[config.mk]
export PLATFORM = sky130hd
export DESIGN_NAME = gpio_bus_arb_flat
export DESIGN_NICKNAME = d
export VERILOG_FILES = /design/src/rtl/gpio_bus_arb_pkg.sv /design/src/rtl/gpio_bus_arb_if.sv /design/src/rtl/gpio_bus_arb_rr_arb2.sv /design/src/rtl/gpio_bus_arb.sv /design/src/flat_wrapper.sv
export SDC_FILE = /design/constraint.sdc
export NUM_CORES = 1
export LEC_CHECK = 0
export CAP_MARGIN = 20
export CORE_ASPECT_RATIO = 1.75
export CORE_MARGIN = 2
export CORE_UTILIZATION = 30
export CTS_CLUSTER_DIAMETER = 80
export DETAILED_ROUTE_END_ITERATION = 16
export PLACE_DENSITY = 0.72
export REMOVE_ABC_BUFFERS = 1
export SLEW_MARGIN = 20
export SYNTH_ARGS = -nofsm -noshare
export SYNTH_HDL_FRONTEND = slang
export SYNTH_SLANG_ARGS = --single-unit
[constraint.sdc]
create_clock -name clk -period 4.55 [get_ports clk]
set_input_delay 0.91 -clock clk [delete_from_list [all_inputs] [get_ports clk]]
set_output_delay 0.91 -clock clk [all_outputs]
set_load 0.03 [all_outputs]
[src/rtl/gpio_bus_arb_pkg.sv]
// Shared definitions for the two-master GPIO bus arbiter: register offsets,
// sequencer state encoding and the register-offset decode helper.
package gpio_bus_arb_pkg;

    localparam logic [3:0] GPIO_CTRL = 4'h0;
    localparam logic [3:0] GPIO_DATA = 4'h1;

    typedef enum logic [1:0] {
        IDLE   = 2'd0,
        ACCESS = 2'd1,
        RESP   = 2'd2
    } arb_state_e;

    // Only the low nibble selects a register; upper address bits are passed through undecoded
    function automatic logic offset_ok(input logic [31:0] addr, input int unsigned num_regs);
        return ({28'd0, addr[3:0]} < num_regs);
    endfunction

endpackage

[src/rtl/gpio_bus_arb_if.sv]
// Bundle of both master command/response ports and the GPIO register port.
// The slave modport is the arbiter's view; the master modport is the masters' and GPIO's view.
interface gpio_bus_arb_if;

    logic        m0_req_i;
    logic        m0_we_i;
    logic [31:0] m0_addr_i;
    logic [31:0] m0_data_i;
    logic        m0_gnt_o;
    logic        m0_rvalid_o;
    logic        m0_rerr_o;
    logic [31:0] m0_rdata_o;

    logic        m1_req_i;
    logic        m1_we_i;
    logic [31:0] m1_addr_i;
    logic [31:0] m1_data_i;
    logic        m1_gnt_o;
    logic        m1_rvalid_o;
    logic        m1_rerr_o;
    logic [31:0] m1_rdata_o;

    logic        s_we_o;
    logic [31:0] s_addr_o;
    logic [31:0] s_data_o;
    logic [31:0] s_data_i;

    modport slave (
        input  m0_req_i, m0_we_i, m0_addr_i, m0_data_i,
        output m0_gnt_o, m0_rvalid_o, m0_rerr_o, m0_rdata_o,
        input  m1_req_i, m1_we_i, m1_addr_i, m1_data_i,
        output m1_gnt_o, m1_rvalid_o, m1_rerr_o, m1_rdata_o,
        output s_we_o, s_addr_o, s_data_o,
        input  s_data_i
    );

    modport master (
        output m0_req_i, m0_we_i, m0_addr_i, m0_data_i,
        input  m0_gnt_o, m0_rvalid_o, m0_rerr_o, m0_rdata_o,
        output m1_req_i, m1_we_i, m1_addr_i, m1_data_i,
        input  m1_gnt_o, m1_rvalid_o, m1_rerr_o, m1_rdata_o,
        input  s_we_o, s_addr_o, s_data_o,
        output s_data_i
    );

endinterface

[src/rtl/gpio_bus_arb_rr_arb2.sv]
// Two-input grant picker: fixed priority to input 0, or alternation based on
// the last winner. Grant is one-hot and only non-zero while en is high.
module gpio_bus_arb_rr_arb2 #(
    parameter bit FIXED_PRIO = 1'b0
) (
    input  logic       clk,
    input  logic       rst_n,
    input  logic       en,
    input  logic [1:0] req,
    output logic [1:0] gnt
);

    logic last_gnt_r;

    // Pick a winner; a lone requester always wins
    always_comb begin
        gnt = 2'b00;
        if (!en) begin
            gnt = 2'b00;
        end else if (req == 2'b11) begin
            if (FIXED_PRIO || last_gnt_r) begin
                gnt = 2'b01;
            end else begin
                gnt = 2'b10;
            end
        end else begin
            gnt = req;
        end
    end

    // Remember the last winner; reset favours master 0 on the first contention
    always_ff @(posedge clk or negedge rst_n) begin
        if (!rst_n) begin
            last_gnt_r <= 1'b1;
        end else if (gnt[1]) begin
            last_gnt_r <= 1'b1;
        end else if (gnt[0]) begin
            last_gnt_r <= 1'b0;
        end else begin
            last_gnt_r <= last_gnt_r;
        end
    end

endmodule

[src/rtl/gpio_bus_arb.sv]
// Two-master arbiter and sequencer in front of the GPIO register port:
// IDLE arbitrates, ACCESS drives the GPIO, RESP returns its registered read data.
module gpio_bus_arb
    import gpio_bus_arb_pkg::*;
#(
    parameter bit          FIXED_PRIO = 1'b0,
    parameter int unsigned NUM_REGS   = 32'd2
) (
    input logic           clk,
    input logic           rst_n,
    gpio_bus_arb_if.slave bus
);

    arb_state_e  state_r;
    logic        winner_r;
    logic        ok_r;
    logic        gnt0_r, gnt1_r;
    logic        rvalid0_r, rvalid1_r;
    logic        rerr0_r, rerr1_r;
    logic [31:0] rdata0_r, rdata1_r;
    logic        s_we_r;
    logic [31:0] s_addr_r, s_data_r;

    logic        arb_en_s;
    logic [1:0]  pick_s;
    logic        win_we_s;
    logic [31:0] win_addr_s, win_data_s;
    logic        win_ok_s;
    logic [31:0] resp_data_s;

    assign arb_en_s = (state_r == IDLE);

    gpio_bus_arb_rr_arb2 #(.FIXED_PRIO(FIXED_PRIO)) u_arb (
        .clk   (clk),
        .rst_n (rst_n),
        .en    (arb_en_s),
        .req   ({bus.m1_req_i, bus.m0_req_i}),
        .gnt   (pick_s)
    );

    // Route the winning master's command fields
    always_comb begin
        win_we_s   = bus.m0_we_i;
        win_addr_s = bus.m0_addr_i;
        win_data_s = bus.m0_data_i;
        if (pick_s[1]) begin
            win_we_s   = bus.m1_we_i;
            win_addr_s = bus.m1_addr_i;
            win_data_s = bus.m1_data_i;
        end else begin
            win_we_s   = bus.m0_we_i;
            win_addr_s = bus.m0_addr_i;
            win_data_s = bus.m0_data_i;
        end
        win_ok_s = offset_ok(win_addr_s, NUM_REGS);
    end

    // GPIO read data arrives in RESP, one cycle after the address, so it is forwarded directly
    assign resp_data_s = ok_r ? bus.s_data_i : 32'd0;

    // Sequencer: capture command in IDLE, drive GPIO in ACCESS, respond in RESP
    always_ff @(posedge clk or negedge rst_n) begin
        if (!rst_n) begin
            state_r   <= IDLE;
            winner_r  <= 1'b0;
            ok_r      <= 1'b0;
            gnt0_r    <= 1'b0;
            gnt1_r    <= 1'b0;
            rvalid0_r <= 1'b0;
            rvalid1_r <= 1'b0;
            rerr0_r   <= 1'b0;
            rerr1_r   <= 1'b0;
            rdata0_r  <= 32'd0;
            rdata1_r  <= 32'd0;
            s_we_r    <= 1'b0;
            s_addr_r  <= 32'd0;
            s_data_r  <= 32'd0;
        end else begin
            case (state_r)
                IDLE: begin
                    if (pick_s != 2'b00) begin
                        winner_r <= pick_s[1];
                        ok_r     <= win_ok_s;
                        gnt0_r   <= pick_s[0];
                        gnt1_r   <= pick_s[1];
                        s_we_r   <= win_we_s & win_ok_s;
                        s_addr_r <= win_addr_s;
                        s_data_r <= win_data_s;
                        state_r  <= ACCESS;
                    end else begin
                        state_r  <= IDLE;
                    end
                end
                ACCESS: begin
                    gnt0_r    <= 1'b0;
                    gnt1_r    <= 1'b0;
                    s_we_r    <= 1'b0;
                    rvalid0_r <= ~winner_r;
                    rvalid1_r <= winner_r;
                    rerr0_r   <= ~winner_r & ~ok_r;
                    rerr1_r   <= winner_r & ~ok_r;
                    state_r   <= RESP;
                end
                RESP: begin
                    // Latch the forwarded data so rdata holds between pulses
                    if (rvalid0_r) begin
                        rdata0_r <= resp_data_s;
                    end else begin
                        rdata0_r <= rdata0_r;
                    end
                    if (rvalid1_r) begin
                        rdata1_r <= resp_data_s;
                    end else begin
                        rdata1_r <= rdata1_r;
                    end
                    rvalid0_r <= 1'b0;
                    rvalid1_r <= 1'b0;
                    rerr0_r   <= 1'b0;
                    rerr1_r   <= 1'b0;
                    state_r   <= IDLE;
                end
                default: begin
                    gnt0_r    <= 1'b0;
                    gnt1_r    <= 1'b0;
                    rvalid0_r <= 1'b0;
                    rvalid1_r <= 1'b0;
                    rerr0_r   <= 1'b0;
                    rerr1_r   <= 1'b0;
                    s_we_r    <= 1'b0;
                    state_r   <= IDLE;
                end
            endcase
        end
    end

    assign bus.m0_gnt_o    = gnt0_r;
    assign bus.m1_gnt_o    = gnt1_r;
    assign bus.m0_rvalid_o = rvalid0_r;
    assign bus.m1_rvalid_o = rvalid1_r;
    assign bus.m0_rerr_o   = rerr0_r;
    assign bus.m1_rerr_o   = rerr1_r;
    assign bus.m0_rdata_o  = rvalid0_r ? resp_data_s : rdata0_r;
    assign bus.m1_rdata_o  = rvalid1_r ? resp_data_s : rdata1_r;
    assign bus.s_we_o      = s_we_r;
    assign bus.s_addr_o    = s_addr_r;
    assign bus.s_data_o    = s_data_r;

endmodule

[src/flat_wrapper.sv]
// flat-port wrapper written by rule: the top's interface ports become plain ports
module gpio_bus_arb_flat import gpio_bus_arb_pkg::*;
#(
    parameter bit          FIXED_PRIO = 1'b0,
    parameter int unsigned NUM_REGS   = 32'd2
)
  (clk, rst_n, bus_m0_req_i, bus_m0_we_i, bus_m0_addr_i, bus_m0_data_i, bus_m0_gnt_o, bus_m0_rvalid_o, bus_m0_rerr_o, bus_m0_rdata_o, bus_m1_req_i, bus_m1_we_i, bus_m1_addr_i, bus_m1_data_i, bus_m1_gnt_o, bus_m1_rvalid_o, bus_m1_rerr_o, bus_m1_rdata_o, bus_s_we_o, bus_s_addr_o, bus_s_data_o, bus_s_data_i);
  gpio_bus_arb_if bus_i ();
  input logic clk;
  input logic rst_n;
  input wire logic [$bits(bus_i.m0_req_i)-1:0] bus_m0_req_i;
  input wire logic [$bits(bus_i.m0_we_i)-1:0] bus_m0_we_i;
  input wire logic [$bits(bus_i.m0_addr_i)-1:0] bus_m0_addr_i;
  input wire logic [$bits(bus_i.m0_data_i)-1:0] bus_m0_data_i;
  output wire logic [$bits(bus_i.m0_gnt_o)-1:0] bus_m0_gnt_o;
  output wire logic [$bits(bus_i.m0_rvalid_o)-1:0] bus_m0_rvalid_o;
  output wire logic [$bits(bus_i.m0_rerr_o)-1:0] bus_m0_rerr_o;
  output wire logic [$bits(bus_i.m0_rdata_o)-1:0] bus_m0_rdata_o;
  input wire logic [$bits(bus_i.m1_req_i)-1:0] bus_m1_req_i;
  input wire logic [$bits(bus_i.m1_we_i)-1:0] bus_m1_we_i;
  input wire logic [$bits(bus_i.m1_addr_i)-1:0] bus_m1_addr_i;
  input wire logic [$bits(bus_i.m1_data_i)-1:0] bus_m1_data_i;
  output wire logic [$bits(bus_i.m1_gnt_o)-1:0] bus_m1_gnt_o;
  output wire logic [$bits(bus_i.m1_rvalid_o)-1:0] bus_m1_rvalid_o;
  output wire logic [$bits(bus_i.m1_rerr_o)-1:0] bus_m1_rerr_o;
  output wire logic [$bits(bus_i.m1_rdata_o)-1:0] bus_m1_rdata_o;
  output wire logic [$bits(bus_i.s_we_o)-1:0] bus_s_we_o;
  output wire logic [$bits(bus_i.s_addr_o)-1:0] bus_s_addr_o;
  output wire logic [$bits(bus_i.s_data_o)-1:0] bus_s_data_o;
  input wire logic [$bits(bus_i.s_data_i)-1:0] bus_s_data_i;
  assign bus_i.m0_req_i = bus_m0_req_i;
  assign bus_i.m0_we_i = bus_m0_we_i;
  assign bus_i.m0_addr_i = bus_m0_addr_i;
  assign bus_i.m0_data_i = bus_m0_data_i;
  assign bus_m0_gnt_o = bus_i.m0_gnt_o;
  assign bus_m0_rvalid_o = bus_i.m0_rvalid_o;
  assign bus_m0_rerr_o = bus_i.m0_rerr_o;
  assign bus_m0_rdata_o = bus_i.m0_rdata_o;
  assign bus_i.m1_req_i = bus_m1_req_i;
  assign bus_i.m1_we_i = bus_m1_we_i;
  assign bus_i.m1_addr_i = bus_m1_addr_i;
  assign bus_i.m1_data_i = bus_m1_data_i;
  assign bus_m1_gnt_o = bus_i.m1_gnt_o;
  assign bus_m1_rvalid_o = bus_i.m1_rvalid_o;
  assign bus_m1_rerr_o = bus_i.m1_rerr_o;
  assign bus_m1_rdata_o = bus_i.m1_rdata_o;
  assign bus_s_we_o = bus_i.s_we_o;
  assign bus_s_addr_o = bus_i.s_addr_o;
  assign bus_s_data_o = bus_i.s_data_o;
  assign bus_i.s_data_i = bus_s_data_i;
  gpio_bus_arb #(.FIXED_PRIO(FIXED_PRIO), .NUM_REGS(NUM_REGS)) u_core (.clk(clk), .rst_n(rst_n), .bus(bus_i));
endmodule
* Word-level counts from Yosys, hierarchy flattened *
Cells that the tools add are included.

storage, ports and cells
  flip-flop bits (word level) = 140
  bits in latches = 0
  RAM bits = 0
  bits in read-only memories = 0
  logic and storage cells = 53
  memories = 0

operators by class
  $add $sub $neg = 0
  $mul = 0
  divide/modulo/power cells = 0
  magnitude comparators = 1
  equal/unequal tests = 4
  shift-type cells = 0
  mux-type cells = 23
  bitwise gates (word level) = 6
  reductions and logical operators = 4

operators by type and width
  operator                                                               count
  32-bit two-way mux                                                     5
  1-bit case mux with 2 select lines                                     7
  1-bit two-way mux                                                      7
  2-bit two-way mux                                                      3
  2-bit equality test, second input constant                             2
  4-bit by 2-bit < comparator with 1-bit output, second input constant   1
  2-bit case mux with 2 select lines                                     1
  2-bit AND reduction                                                    2
  1-bit bitwise AND                                                      3
  1-bit NOT                                                              3
  2-bit by 1-bit equality test with 1-bit output, second input constant  1
  2-bit zero test                                                        1
  2-bit by 1-bit != test with 1-bit output, second input constant        1
  2-bit nonzero test                                                     1

* Longest topological paths before layout *
Gate-level depths: netlist (run 1).

  depth after elaboration = 8
  mapped depth = 7
  gate-level depth less buffers = 4

* Cells and area by module *
From an unflattened synthesis (run 1), not the netlist that was laid out.

second synthesis, totals
  cells, all modules = 601
  area, all modules = 7,302.0 um^2

modules (own cells, without submodules)
  module                times used  cells an instance  area an instance (um^2)  sequential area each (um^2)
  gpio_bus_arb          1           593                7,239.4                  3,478.3
  gpio_bus_arb_rr_arb2  1           8                  62.6                     26.3

* Worst setup path before layout (run 1) *
Ideal clock, no wire load.

  path kind = register -> output
  start point = register u_core.rvalid1_r, in the netlist u_core.bus.m1_rvalid_o
  end point = output port bus_m1_rdata_o[0]
  arrival = 1,630 ps
  data required time = 3,640 ps
  slack = 2,010 ps
  stages on the path, launching flop included = 4
  buffers on the path = 2
  path through = dfrtp_1 -> buf_2 -> clkbuf_1 -> o21ai_0

between the ends
  longest elaborated chain between the ends = 1

RTL lines
  what                      line                 text
  start: declaration        gpio_bus_arb.sv:18   logic rvalid0_r, rvalid1_r;
  start signal: assignment  gpio_bus_arb.sv:99   rvalid1_r <= winner_r;
  32-bit two-way mux        gpio_bus_arb.sv:143  assign bus.m1_rdata_o = rvalid1_r ? resp_data_s : rdata1_r;
  end: declaration          flat_wrapper.sv:26   output wire logic [$bits(bus_i.m1_rdata_o)-1:0] bus_m1_rdata_o;

No other way between the ends.

* Final worst setup path (run 1) *
  start point = register u_core.ok_r
  end point = output port bus_m0_rdata_o[16]

between the ends
  longest elaborated chain between the ends = 2

RTL lines
  what                      line                 text
  start: declaration        gpio_bus_arb.sv:16   logic ok_r;
  start signal: assignment  gpio_bus_arb.sv:83   ok_r <= win_ok_s;
  32-bit two-way mux        gpio_bus_arb.sv:59   assign resp_data_s = ok_r ? bus.s_data_i : 32'd0;
  32-bit two-way mux        gpio_bus_arb.sv:142  assign bus.m0_rdata_o = rvalid0_r ? resp_data_s : rdata0_r;
  end: declaration          flat_wrapper.sv:18   output wire logic [$bits(bus_i.m0_rdata_o)-1:0] bus_m0_rdata_o;

No other way between the ends.

==> results of run 1 <==
-- Yosys cell counts, drive strengths merged (2+ instances only) --
cell type	number
nor2	6
inv	68
mux2	192
o21ai	66
nand3	64
buf	33
nand2	2
dfrtp	139
clkbuf	10
a21oi	4
nor4	2
-- layer usage --
layer	track usage, %	share of wire (%)	vias to the layer above
met5	0	0	-
li1	-	-	2667
met2	27.9	53	209
met3	5.33	6.8	39
met1	16.4	36	2681
met4	8.45	4.2	0
-- state kept, by name, indices dropped and copies added, names as in the netlist, 2 cells and up --
register,cells
u_core.bus.s_addr_o,32
u_core.rdata0_r,32
u_core.rdata1_r,32
u_core.bus.s_data_o,32
u_core.state_r,2
-- power groups by stage --
stage | clock network, W | registers (W) | logic (W)
finish | 0.00148 | 0.00233 | 0.00438
detailed placement | 0 | 0.00236 | 0.00442
global route | 0.00156 | 0.00244 | 0.00467
global placement | 0 | 0.00233 | 0.00439
floorplan | 0 | 0.00292 | 0.00200
CTS | 0.00152 | 0.00234 | 0.00443
-- stage by stage --
step	hold WS, ns	setup WS, ns	util (%)	instances	area, um^2
after global routing	0.509	0.814	47.1	1203	10900
final	0.502	0.976	47.1	1204	10900
after global placement	0.486	1.08	44.4	1174	10300
after floorplan	0.480	0.886	-	561	6790
after detailed placement	0.493	1.10	44.4	1174	10300
after CTS	0.506	0.916	47.0	1203	10900
-- cell type report --
cell class	count	area (um^2)
multi-input cells	353	3040
clock buffers	22	474
well taps	304	380
diodes	1	2.50
clock inverters	7	139
fillers	2111	12300
repair buffers	309	3100
flip-flops and latches	140	3510
inverters	68	255
-- cell families (layout without fill, tap and decap cells) --
group                  count (synthesis)  count (layout)  synth area share, %
buffers and inverters                111             406                 6.75
multiplexers                         193             193                 31.0
AO/OA/AOI/OAI                         79              79                 6.20
AND/OR/NAND/NOR                       81              81                 5.99
other                                  0               1                    0
flip-flops                           140             140                 50.0
-- final timing paths --
kind	end	slack [ns]	cells after the start
max	bus_m0_rdata_o[16]	0.98	4
min in group asynchronous	u_core.rdata0_r[18]$_DFFE_PN0N_	0.54	1
min reg2reg	u_core.bus.s_data_o[8]$_DFFE_PN0P_	0.50	1
min	u_core.bus.s_data_o[8]$_DFFE_PN0P_	0.50	1
max in group asynchronous	u_core.rdata1_r[22]$_DFFE_PN0N_	3.21	2
max reg2reg	u_core.rdata1_r[9]$_DFFE_PN0N_	2.08	4
-- critical path, delay by kind of cell (launching register included) --
family,cells,cell delay [ns]
flops,1,0.87
simple gates,1,0.09
compound gates,1,0.17
buf+inv,2,1.08
==> metrics, run 1 <==
relative slew slack=a little over two fifths; post-synthesis sequential area ratio=between 50% and 60%; starting density of the core=between 30% and 40%; final hold vios=0; Die ar.=~0.025 mm^2; Die Span Y=slightly above 200 um; Tot GR Track Use=15.8%; Worst Path Class, Setup=reg2out; total setup buffers inserted after CTS=0; Tot Pwr=just over 0.008 W; I/O pin count=301; largest net degree at the start of global routing=85; area share of the largest cell type after synthesis=around 50%; Via Count=approximately 5600; Syn Std Cell Area=~0.007 mm^2; ANT nets after route=0; status=finished clean; nets=between 1000 and 1500; setup TNS=0 ns; cell accounting for the most synthesized area=dfrtp_1; clk sinks=140; Synth Flop Type=dfrtp_1; remaining global-route overflow=0; CP startpoint kind=flop; syn avg cell area=approximately 12 um^2; VDD IR max=between 0.4 and 0.5 mV; Leak=~4.4 nW; H-Tree Depth=4; DRT Pass-1 Iters=4; clock skew=around 0.008 ns; unrepaired setup endpoints after global routing=no; # DRC=0; clk slew on worst S/H paths=approximately 0.060 ns; cell internal pwr=between 0.004 and 0.005 W; first-pass GRT wire length=roughly 30000 um; vias in the first global route=5884; hold path startpoint=u_core.bus.s_data_o[8]$_DFFE_PN0P_; CP max stage delay=a little under 0.9 ns; Crit path required time=3.64 ns; Seq pwr share=between 20% and 30%; async set-reset flop share out of synthesis=100%; FF+latch count, synth=140; Final Setup Violations=0; initial antenna violation count=0; root buffer cell=clkbuf_16; Routed WL=19200 um; combinational share of power=53.5%; actual slew at the worst max-slew pin=0.842 ns; Hold Crit Class=reg2reg; row cnt=between 70 and 80; fin. max-slew vios=0; Area Growth Syn to Fin=55.6%; dominant cells by area after synthesis=dfrtp_1, mux2_2, o21ai_0; Clock power frac=between 15 and 20%; layout cell share with drive strength beyond 1=26.1%; clock latency on the worst-skew pair=approximately 0.42 ns; post-DR vias/cell=~4.6; CTS Buf Count=17; Syn. warnings=0; Period minus WS final=~3.6 ns; final worst-path cycle share=78.6%; CP endpoint kind=primary output; RePlAce Congestion=slightly below 0.8; MaxCap Viol Count=0; critical path cell sequence=buf_4 > nand3_1 > o21ai_0 > clkdlybuf4s50_1; CTS tree=built; Mapped Cells=604; I/O Buffers=300; Max Buffers Root-to-Sink=2; WL per Instance=16.0 um; most frequent cells in the layout=clkdlybuf4s50_1, mux2_2, dfrtp_1; Switching Fraction=about two fifths; Distinct cells, synth=35; most common cell after layout, fill and taps aside=clkdlybuf4s50_1; post-CTS sizing=0; dpl hpwl=14000 um; total core area=0.0231 mm^2; worst path arrival time=2.66 ns; drt first-iter violations=~140; number of flops mapped to enable cells by yosys=0; R2R Path Start=u_core.state_r[0]$_DFF_PN0_; cts hold-fix bufs=0; Die X=~120 um; worst-path maximum fanout=44; CP startpoint=u_core.ok_r$_DFFE_PN0P_; CP max stage cell=dfrtp_2; PwrDens=about 750 mW/mm^2; Psw=0.00334 W; max frequency=approximately 0.28 GHz
Note: power is estimated with default switching activity, not from simulation.
==> run 2: changes to the inputs <==
==> constraint.sdc (replaced) <==
create_clock -name clk -period 3.6 [get_ports clk]
set_input_delay 0.72 -clock clk [delete_from_list [all_inputs] [get_ports clk]]
set_output_delay 0.72 -clock clk [all_outputs]
set_load 0.03 [all_outputs]
==> metrics, run 2 (same netlist as run 1, synthesis figures left out) <==
root buffer cell=clkbuf_16; most common cell after layout, fill and taps aside=clkdlybuf4s50_1; CTS Buf Count=17 (unchanged); H-Tree Depth=4 (unchanged); clock skew=0.00660 ns (-0.00154 ns); clk sinks=140 (unchanged); Worst Path Class, Setup=reg2out; Hold Crit Class=in2async; setup TNS=0 ns (unchanged); final worst-path cycle share=a little over 90%; FILL cells=2128 (+0.81%); drt first-iter violations=149 (+4.2%); VDD IR max=0.504 mV (+22%); CP max stage cell=dfrtp_2; CP top delay family=buffers and inverters; Tot GR Track Use=16.1% (+0.31 points); sum of buffers and inverters on the critical path=2 (unchanged); ant diodes=0 (-1); R2R Setup Slk=1.72 ns (-0.36 ns); cts hold-fix bufs=0 (unchanged); WL per Instance=16.2 um (+1.2%); Crit path required time=2.88 ns (-0.76 ns); # DRC=0 (unchanged); CP startpoint kind=flop; unrepaired setup endpoints after global routing=no; placed inst area=0.0104 mm^2 (+0.78%); first-pass GRT wire length=30500 um (+0.80%); Via Count=5577 (-0.34%); Routed WL=19500 um (+1.6%); ANT nets after route=0 (unchanged); worst path arrival time=2.57 ns (-0.09 ns); I/O Buffers=300 (unchanged); largest net degree at the start of global routing=65 (-24%); total setup buffers inserted after CTS=0 (unchanged); worst-path maximum fanout=33 (-25%); Area Growth Syn to Fin=56.6%; fin. max-slew vios=0 (unchanged); CTS tree=built; actual slew at the worst max-slew pin=0.665 ns (-0.177 ns); dpl hpwl=14200 um (+1.3%); CP endpoint kind=primary output; Tot Pwr=0.0104 W (+27%); CP max stage delay=0.79 ns (-0.08 ns); PwrDens=946 mW/mm^2 (+26%); starting density of the core=30.3% (unchanged); most frequent cells in the layout=clkdlybuf4s50_1, mux2_2, dfrtp_1; fin util=47.4% (+0.31 points); I/O pin count=301 (unchanged); clock latency on the worst-skew pair=0.43 ns (about the same); Leak=4.48 nW (+0.77%); nets=1059 (+0.38%); relative slew slack=55.7% (+12 points); Die X=119 um (unchanged); Die ar.=0.0246 mm^2 (unchanged); RePlAce Congestion=0.775 (-1.9%); final hold vios=0 (unchanged); vias in the first global route=5840 (-0.75%); max frequency=between 0.3 and 0.4 GHz; post-DR vias/cell=4.61 (-0.75%); DRT Pass-1 Iters=4 (unchanged); row cnt=74 (unchanged); Layout Cell Area excl Fill=0.0110 mm^2 (+0.65%); remaining global-route overflow=0 (unchanged); layout cell share with drive strength beyond 1=26.9% (+0.71 points); Die Span Y=206 um (unchanged); Period minus WS final=between 3 and 4 ns; MaxCap Viol Count=0 (unchanged); clk slew on worst S/H paths=0.06 ns (about the same); status=finished clean; Max Buffers Root-to-Sink=2 (unchanged); critical path cell sequence=buf_4 > nand3_1 > o21ai_0 > clkdlybuf4s50_1; Final Setup Violations=0 (unchanged); initial antenna violation count=0 (unchanged); total core area=0.0231 mm^2 (unchanged); post-CTS sizing=0 (unchanged)
[run 2: changes by cell type in the layout (fill, tap and decap cells not counted)]
cell,previous run,this run
clkinvlp_4,0,2
clkinv_2,2,4
dfrtp_4,1,0
diode_2,1,0
buf_12,2,6
clkbuf_1,2,0
clkinv_4,1,2
dfrtp_2,2,3
bufinv_16,4,3
[run 2: cell type report]
cell class                      count  area, um^2  share of cell area [%]
Clock buffer                       20         467                    4.26
Clock inverter                     11         143                    1.30
Inverter                           68         255                    2.33
Multi-Input combinational cell    353        3040                    27.7
Sequential cell                   140        3510                    32.0
Tap cell                          304         380                    3.47
Timing Repair Buffer              313        3180                    29.0
[run 2: report_power, final]
| part | leakage [nW] | internal (W) | switching (W) | total, W |
|---|---|---|---|---|
| Sequential | 1.75 | 0.00236 | 0.000518 | 0.00288 |
| Clock | 0.298 | 0.00114 | 0.000690 | 0.00183 |
| Combinational | 2.43 | 0.00262 | 0.00305 | 0.00567 |
| Total | 4.48 | 0.00612 | 0.00426 | 0.0104 |
[run 2: stage by stage]
stage,setup WS (ns),instances,hold WS [ns]
3_3_place_gp,0.566,1178,0.486
4_1_cts,0.282,1209,0.198
6_report,0.315,1209,0.205
3_5_place_dp,0.567,1178,0.493
2_1_floorplan,0.126,561,0.424
5_1_grt,0.156,1209,0.208
[run 2: worst paths after layout]
kind,startpoint,end,depth (start not counted)
worst max-delay path,u_core.ok_r$_DFFE_PN0P_,bus_m1_rdata_o[17],4
worst min-delay path,rst_n,u_core.rdata0_r[15]$_DFFE_PN0N_,1
worst max register to register,u_core.u_arb.last_gnt_r$_DFFE_PN1N_,u_core.bus.s_addr_o[31]$_DFFE_PN0P_,4
worst min register to register,u_core.rdata1_r[1]$_DFFE_PN0N_,u_core.rdata1_r[1]$_DFFE_PN0N_,1
max in group asynchronous,rst_n,u_core.bus.s_data_o[5]$_DFFE_PN0P_,2
min in group clk,u_core.rdata1_r[1]$_DFFE_PN0N_,u_core.rdata1_r[1]$_DFFE_PN0N_,1
[run 2: metal layers]
layer  GRT usage, %  routed length, um  part of all wire [%]  up-vias
met5              0                  0                     0        -
met4           8.57                710                   3.6        0
met3           4.88               1180                   6.1       36
met2           28.7              10500                    54      202
met1           16.8               7160                    37     2667
li1               -                  -                     -     2672
